`src/rtl/mult_pkg.sv`:
```
// Shared definitions for the sequential shift-add multiplier: FSM state encoding
// and the counter-width helper.
package mult_pkg;

    typedef enum logic [1:0] {
        IDLE = 2'd0,
        CALC = 2'd1,
        DONE = 2'd2
    } state_t;

    function automatic int clog2(input int value);
        int r;
        r = 0;
        for (int i = 0; i < 31; i++) begin
            if ((1 << i) < value) begin
                r = i + 1;
            end
        end
        return r;
    endfunction

endpackage

```
`src/rtl/mult_add_row.sv`:
```
// One reusable ripple-carry adder row; sub=1 turns it into x - y.
// sign is the MSB of the WIDTH+1-bit two's-complement result.
module mult_add_row #(
    parameter int WIDTH = 4
) (
    input  logic [WIDTH-1:0] x,
    input  logic [WIDTH-1:0] y,
    input  logic             sub,
    output logic [WIDTH-1:0] sum,
    output logic             cout,
    output logic             sign
);

    logic [WIDTH-1:0] w_y_eff;
    logic [WIDTH:0]   w_carry;

    assign w_y_eff    = y ^ {WIDTH{sub}};
    assign w_carry[0] = sub;

    generate
        for (genvar gi = 0; gi < WIDTH; gi++) begin : g_fa
            assign sum[gi]       = x[gi] ^ w_y_eff[gi] ^ w_carry[gi];
            assign w_carry[gi+1] = (x[gi] & w_y_eff[gi]) | (x[gi] & w_carry[gi])
                                 | (w_y_eff[gi] & w_carry[gi]);
        end
    endgenerate

    assign cout = w_carry[WIDTH];
    // Sign of the sign-extended sum, so signed steps never overflow the row.
    assign sign = x[WIDTH-1] ^ w_y_eff[WIDTH-1] ^ w_carry[WIDTH];

endmodule

```
`src/rtl/seq_shift_add_multiplier.sv`:
```
// Iterative radix-2 shift-add multiplier with valid/ready operand and result handshakes.
// Define MULT_SIGNED_EN for two's-complement operands and product (default: unsigned).
module seq_shift_add_multiplier
    import mult_pkg::*;
#(
    parameter int WIDTH = 4
) (
    input  logic               clk,
    input  logic               rst,
    input  logic               in_valid,
    output logic               in_ready,
    input  logic [WIDTH-1:0]   a,
    input  logic [WIDTH-1:0]   b,
    output logic               out_valid,
    input  logic               out_ready,
    output logic [2*WIDTH-1:0] product,
    output logic               busy
);

`ifdef MULT_SIGNED_EN
    localparam bit SIGNED_MODE = 1'b1;
`else
    localparam bit SIGNED_MODE = 1'b0;
`endif

    localparam int CW = (clog2(WIDTH) < 1) ? 1 : clog2(WIDTH);

    state_t             r_state;
    state_t             w_state_next;
    logic [WIDTH-1:0]   r_mcand;
    logic [WIDTH-1:0]   r_mplier;
    logic [2*WIDTH-1:0] r_acc;
    logic [CW-1:0]      r_count;

    logic               w_last;
    logic               w_sub;
    logic [WIDTH-1:0]   w_y;
    logic [WIDTH-1:0]   w_sum;
    logic               w_cout;
    logic               w_sign;
    logic               w_ext;

    assign w_last = (r_count == CW'(WIDTH - 1));
    // Signed build: the multiplier MSB has negative weight, so its row subtracts.
    assign w_sub  = SIGNED_MODE && w_last && r_mplier[0];
    assign w_y    = r_mplier[0] ? r_mcand : '0;
    assign w_ext  = SIGNED_MODE ? w_sign : w_cout;

    mult_add_row #(
        .WIDTH (WIDTH)
    ) u_add_row (
        .x    (r_acc[2*WIDTH-1:WIDTH]),
        .y    (w_y),
        .sub  (w_sub),
        .sum  (w_sum),
        .cout (w_cout),
        .sign (w_sign)
    );

    always_ff @(posedge clk or posedge rst) begin
        if (rst) begin
            r_state <= IDLE;
        end else begin
            r_state <= w_state_next;
        end
    end

    always_comb begin
        w_state_next = r_state;
        case (r_state)
            IDLE:    if (in_valid)  w_state_next = CALC;
            CALC:    if (w_last)    w_state_next = DONE;
            DONE:    if (out_ready) w_state_next = IDLE;
            default: w_state_next = IDLE;
        endcase
    end

    always_ff @(posedge clk or posedge rst) begin
        if (rst) begin
            r_mcand  <= '0;
            r_mplier <= '0;
            r_acc    <= '0;
            r_count  <= '0;
        end else begin
            case (r_state)
                IDLE: begin
                    if (in_valid) begin
                        r_mcand  <= a;
                        r_mplier <= b;
                        r_acc    <= '0;
                        r_count  <= '0;
                    end
                end
                CALC: begin
                    r_acc    <= {w_ext, w_sum, r_acc[WIDTH-1:1]};
                    r_mplier <= r_mplier >> 1;
                    r_count  <= r_count + CW'(1);
                end
                default: ;
            endcase
        end
    end

    assign in_ready  = (r_state == IDLE);
    assign busy      = (r_state == CALC);
    assign out_valid = (r_state == DONE);
    assign product   = r_acc;

endmodule
```
`config.mk`:
```
export PLATFORM = sky130hd
export DESIGN_NAME = seq_shift_add_multiplier
export DESIGN_NICKNAME = d
export VERILOG_FILES = /design/src/rtl/mult_pkg.sv /design/src/rtl/mult_add_row.sv /design/src/rtl/seq_shift_add_multiplier.sv
export SDC_FILE = /design/constraint.sdc
export NUM_CORES = 1
export LEC_CHECK = 0
export CORE_ASPECT_RATIO = 0.8
export CORE_UTILIZATION = 25
export DETAILED_ROUTE_END_ITERATION = 16
export DONT_BUFFER_PORTS = 1
export PLACE_DENSITY_LB_ADDON = 0.25
export SYNTH_ARGS = -nofsm -noshare
export SYNTH_HDL_FRONTEND = slang
export SYNTH_SLANG_ARGS = --single-unit
```
`constraint.sdc`:
```
create_clock -name clk -period 6 [get_ports clk]
set_input_delay 1.5 -clock clk [delete_from_list [all_inputs] [get_ports clk]]
set_output_delay 1.5 -clock clk [all_outputs]
set_load 0.01 [all_outputs]
```
==> reports/qor.txt, run 1 <==
Remaining Overflow, GRT: 0
hold_buf cts: 0
number of I/O pins: 23
number of instances in the synthesized netlist: 74
sequential cell area: 500.5 sq um
part of the Yosys area used for sequential elements: 51.88%
worst endpoint required time: 4.50 ns
via count: 563
Total GRT Usage: 9.811%
Worst VDD drop: 265.5 uV
Netlist Area Pre-Place: 964.7 sq um
count of inserted antenna diode cells: 0
Post-DP Area: 984.7 sq um
Data arrival, critical path: 1.40 ns
number of different library cells in the post-synthesis netlist: 23
pin count of the biggest net entering global routing: 21
global placement routability congestion: 0.7698
slew of the pin with the lowest slew margin: 0.7474 ns
synthesized flop and latch total: 20
crit-path max FO: 12
clock network latency to the later pin of the worst-skew pair: 0.25 ns
reg2reg start: r_mplier[0]
footprint of the multi-input gates: 397.9 sq um
die area: 4113 sq um
maximum clock insertion buffer count: 2
total non-filler cell area in the finished layout: 1040 sq um
Post-CTS Resized: 0
share of post-route cells with drive strength above 1: 14.86%
Post-Syn Nets: 91
Post-synth top flop: dfrtp_1
number of flops mapped to enable cells by yosys: 0
final setup fails: 0
run status: complete, no violations
final clock period utilization by the worst path: 48.38%
horizontal die dimension: 71.45 microns
mean instance size in the synthesized netlist: 13.04 sq um
max-slew violation count: 0
Worst Hold Margin: 0.5072 ns
Root Buffer: clkbuf_8
count of synthesis-stage warnings from yosys: 0
count of routing violations after the opening detailed-route iteration: 51
total of max-cap violations: 0
worst slew margin relative to its limit: 50.12%
biggest area contributors in the synthesized netlist: dfrtp_1 52%, a22o_1 7.3%, fa_1 6.2%
drt total wl: 1791 microns
detail-routed net length per standard cell: 15.44 microns
Filler Cells Inserted: 375
most used standard cells in the synthesized netlist: 20 x dfrtp_1, 9 x inv_1, 8 x a22o_1, 5 x mux2_2
CP cell instances: nand2b_1 -> inv_1
clock slew at reported path FFs: 0.07 ns
Post-DP HPWL: 1305 microns
critical path start-end classification: reg2out
CP startpoint kind: flip-flop
routed vias/inst: 4.853
power per cell area: 570.9 nW/um^2
Cell Rows: 19
number of nets with antenna violations after detailed routing: 0
cell type with the largest total area after synthesis: dfrtp_1
Max Fclk: 344.5 MHz
min Tclk post-route: 2.903 ns
crit-path max cell delay: 0.63 ns
type of the tightest min-delay check: reg2reg
number of buffers created by CTS: 3
unrepaired setup endpoints after global routing: no
slowest stage cell on the critical path: dfrtp_1
share of the synthesized area in the top cell type: 51.88%
Std-Cell Core Area: 3566 sq um
post-synthesis async set-or-reset flop share: 100.0%
Syn-to-layout area delta: 7.782%
die outline height: 57.56 microns
Initial Utilization: 27.05%
placed insts: 112
wire length of the first global-routing pass: 2967 microns
clock tree from TritonCTS: built
final hold vios: 0
count of unresolved DRC violations after routing: 0
crit path launch: r_state[0]
worst clock skew: 0.002718 ns
# clock sinks: 20
number of antenna violations at the first check in global routing: 0
number of setup buffers added after CTS: 0
DR pass1 iterations: 4
static leakage: 0.4476 nW
via count of the first global-routing pass: 556
number of standard cells in the layout, taps in and fillers out: 116
final core utilization: 29.16%
number of port buffers: 0
sort of element at the end of the critical path: output pin
most frequent cell after synthesis: dfrtp_1
H-tree level count: 1
nets@finish: 92
Total Neg Setup Slack: 0 ns
Min-Delay Startpoint: r_mcand[2]
==> where the power goes <==
part,total (W),internal (W),leakage (nW),switching [W]
sequential,0.000275,0.000199,0.249,0.0000756
clock,0.000101,0.0000583,0.0288,0.0000423
combinational,0.000218,0.000114,0.170,0.000105
total,0.000594,0.000371,0.448,0.000223
==> layer usage <==
layer / global-route usage [%] / part of all wire [%] / vias up / routed length [microns]
met5: 0 / 0 / - / 0
li1: - / - / 258 / -
met2: 11.84 / 40 / 23 / 715
met3: 4.770 / 9.0 / 2 / 162
met4: 1.681 / 0.73 / 0 / 13
met1: 15.43 / 50 / 280 / 899
==> cells by family (layout without fill, tap and decap cells) <==
logic type | count (synthesis) | count (layout) | share of synthesized area [%]
adder cells (fa/ha/maj) | 5 | 5 | 8.820
AO/OA/AOI/OAI | 16 | 16 | 15.05
multiplexers | 5 | 5 | 5.836
AND/OR/NAND/NOR | 15 | 15 | 11.54
flip-flops | 20 | 20 | 51.88
buffers and inverters | 13 | 13 | 6.874
==> final cells by class <==
type / instances / area share [%]
Clock buffer: 4 / 5.295
Sequential cell: 20 / 48.13
Tap cell: 42 / 5.054
Multi-Input combinational cell: 41 / 38.27
Inverter: 9 / 3.249
==> worst paths after layout <==
path | to | slack [ns] | cells past startpoint
worst min register to register | r_mcand[2] | 0.51 | 1
worst max register to register | product[6] | 3.81 | 7
min in group asynchronous | r_mcand[0] | 1.26 | 1
worst min-delay path | r_mcand[2] | 0.51 | 1
worst max-delay path | busy | 3.10 | 2
max in group asynchronous | r_state[1] | 4.27 | 1
==> metrics by stage <==
step           power [W]  setup slack [ns]
2_1_floorplan  0.0004627             3.726
3_3_place_gp   0.0004938             3.428
3_5_place_dp   0.0005008             3.367
4_1_cts        0.0006038             3.075
5_1_grt        0.0006475             2.971
6_report       0.0005936             3.097
==> registers in the layout (all words and copies together) (netlist names) <==
name      count
product       8
r_mcand       4
r_mplier      4
r_count       2
r_state       2
==> critical path, delay by kind of cell, from the launching register on <==
family | cells | cell delay, ns
and+or+nand+nor | 1 | 0.16
buffers and inverters | 1 | 0.36
DFF | 1 | 0.63
==> placed cells by master (no fill, tap or decap), types with 2 or more instances in the layout <==
cell       instances
dfrtp_1           20
inv_1              9
a22o_1             8
mux2_2             5
clkbuf_8           4
and2_1             3
fa_1               3
o2bb2ai_1          2
nor4b_1            2
nor3b_1            2
a211oi_1           2
nor2b_1            2
nand2_1            2
ha_1               2
No activity file was read; power rests on OpenSTA's default activity.
==> inputs of run 2 (changes only) <==
==> constraint.sdc (replaced) <==
create_clock -name clk -period 2.6 [get_ports clk]
set_input_delay 0.65 -clock clk [delete_from_list [all_inputs] [get_ports clk]]
set_output_delay 0.65 -clock clk [all_outputs]
set_load 0.01 [all_outputs]
==> reports/qor.txt, run 2 (synthesis gave the netlist of run 1 again) <==
run status: complete, no violations
global placement routability congestion: 0.6934
die outline height: 57.56 microns
crit-path max FO: 5
number of antenna violations at the first check in global routing: 0
worst clock skew: 0.002538 ns
maximum clock insertion buffer count: 2
clock network fraction of total power: 14.5%
number of standard cells in the layout, taps in and fillers out: 116
hold_buf cts: 0
Std-Cell Core Area: 3566 sq um
Power Internal: 0.0008379 W
Syn-to-layout area delta: 7.133%
number of buffers created by CTS: 3
Root Buffer: clkbuf_8
total of max-cap violations: 0
final setup fails: 0
routed vias/inst: 4.776
clock tree from TritonCTS: built
worst slew margin relative to its limit: 50.36%
final clock period utilization by the worst path: 82.97%
Max Fclk: 463.6 MHz
wire length of the first global-routing pass: 3194 microns
number of cells on the worst reg-to-reg path: 7
DR pass1 iterations: 4
horizontal die dimension: 71.45 microns
Initial Utilization: 27.05%
worst endpoint required time: 2.78 ns
count of inserted antenna diode cells: 0
net switching share of the total power: 38.18%
min Tclk post-route: 2.157 ns
nets@finish: 93
total non-filler cell area in the finished layout: 1033 sq um
number of I/O pins: 23
sequential share of power: 46.5%
sort of element at the end of the critical path: flip-flop
global route hottest layer: met1
met2 track utilization from global routing: 14.15%
Total GRT Usage: 10.36%
switching power summed over all nets: 0.0005175 W
met3 layer usage reported by global route: 5.654%
logic gate share of total power: 39.0%
count of unresolved DRC violations after routing: 0
via count of the first global-routing pass: 648
Data arrival, critical path: 2.34 ns
number of nets with antenna violations after detailed routing: 0
count of routing violations after the opening detailed-route iteration: 18
static leakage: 0.4451 nW
slew of the pin with the lowest slew margin: 0.7438 ns
Worst VDD drop: 651.9 uV
# clock sinks: 20
number of port buffers: 0
Remaining Overflow, GRT: 0
power per cell area: 1311 nW/um^2
drt total wl: 1790 microns
clock network latency to the later pin of the worst-skew pair: 0.25 ns
Cell Rows: 19
detail-routed net length per standard cell: 15.43 microns
reg2reg start: r_mplier[0]
critical path start-end classification: reg2reg
max-slew violation count: 0
placed insts: 113
Post-DP Area: 992.2 sq um
die area: 4113 sq um
number of setup buffers added after CTS: 0
Post-DP HPWL: 1301 microns
clock slew at reported path FFs: 0.07 ns
CP startpoint kind: flip-flop
H-tree level count: 1
total power of the final layout: 0.001355 W
Post-CTS Resized: 0
type of the tightest min-delay check: in2async
via count: 554
most common cell after layout, fill and taps aside: dfrtp_1
Total Neg Setup Slack: 0 ns
final hold vios: 0
unrepaired setup endpoints after global routing: no
flip-flop count of the largest register, all copies and words added: 8
commonest cells after routing, fill and taps aside: 20 x dfrtp_1, 9 x inv_1, 8 x a22o_1
RR Endpoint: product[6]
share of post-route cells with drive strength above 1: 14.86%
worst setup slack for register-to-register paths: 0.44 ns
GRT met1 Usage: 14.29%
pin count of the biggest net entering global routing: 21
## run 2: cell types whose count changed in the layout (fill, tap and decap cells not counted)
| cell | before | now |
|---|---|---|
| clkbuf_8 | 4 | 3 |
| buf_4 | 0 | 1 |
## run 2: final cells by class
| type | count | area (sq um) |
|---|---|---|
| fill | 376 | 2532 |
| sequential | 20 | 500.5 |
| multi-input combinational | 41 | 397.9 |
| tap | 42 | 52.55 |
| clock buffer | 3 | 41.29 |
| inverter | 9 | 33.78 |
| timing repair buffer | 1 | 7.507 |
## run 2: layer usage
layer	share of wire, %	vias to the layer above	wire, microns
met1	50	271	903
li1	-	260	-
met3	8.9	2	160
met5	0	-	0
met2	40	21	709
met4	0.95	0	17
## run 2: metrics by stage
| step | util [%] | hold WS (ns) | setup WS (ns) |
|---|---|---|---|
| after CTS | 28.98 | 0.4385 | 0.4207 |
| final | 28.98 | 0.4093 | 0.4428 |
| after global placement | 27.82 | 0.4867 | 0.4986 |
| after floorplan | - | 0.4687 | 0.5271 |
| after global routing | 28.98 | 0.4739 | 0.3482 |
| after detailed placement | 27.82 | 0.4948 | 0.4294 |
## run 2: worst max path at each step
| stage | from | endpoint | cells after the start |
|---|---|---|---|
| finish | r_mplier[0] | product[6] | 7 |
| detailed placement | r_mplier[0] | product[6] | 7 |
| CTS | r_mplier[0] | product[6] | 7 |
| floorplan | r_mplier[0] | product[6] | 7 |
| global route | r_mplier[0] | product[6] | 7 |
| global placement | r_mplier[0] | product[6] | 7 |
## run 2: worst max-delay path: stages (launching register included)
cell	delay, ns
dfrtp_1	0.41
and2_1	0.15
ha_1	0.18
fa_1	0.37
fa_1	0.36
inv_1	0.07
fa_1	0.40
o2bb2ai_1	0.14
## run 2: power by group through the flow
stage | sequential (W) | combinational, W | clock (W)
global placement | 0.000635 | 0.000531 | 0
finish | 0.000630 | 0.000529 | 0.000197
CTS | 0.000633 | 0.000544 | 0.000201
floorplan | 0.000570 | 0.000498 | 0
detailed placement | 0.000638 | 0.000541 | 0
global route | 0.000658 | 0.000612 | 0.000218
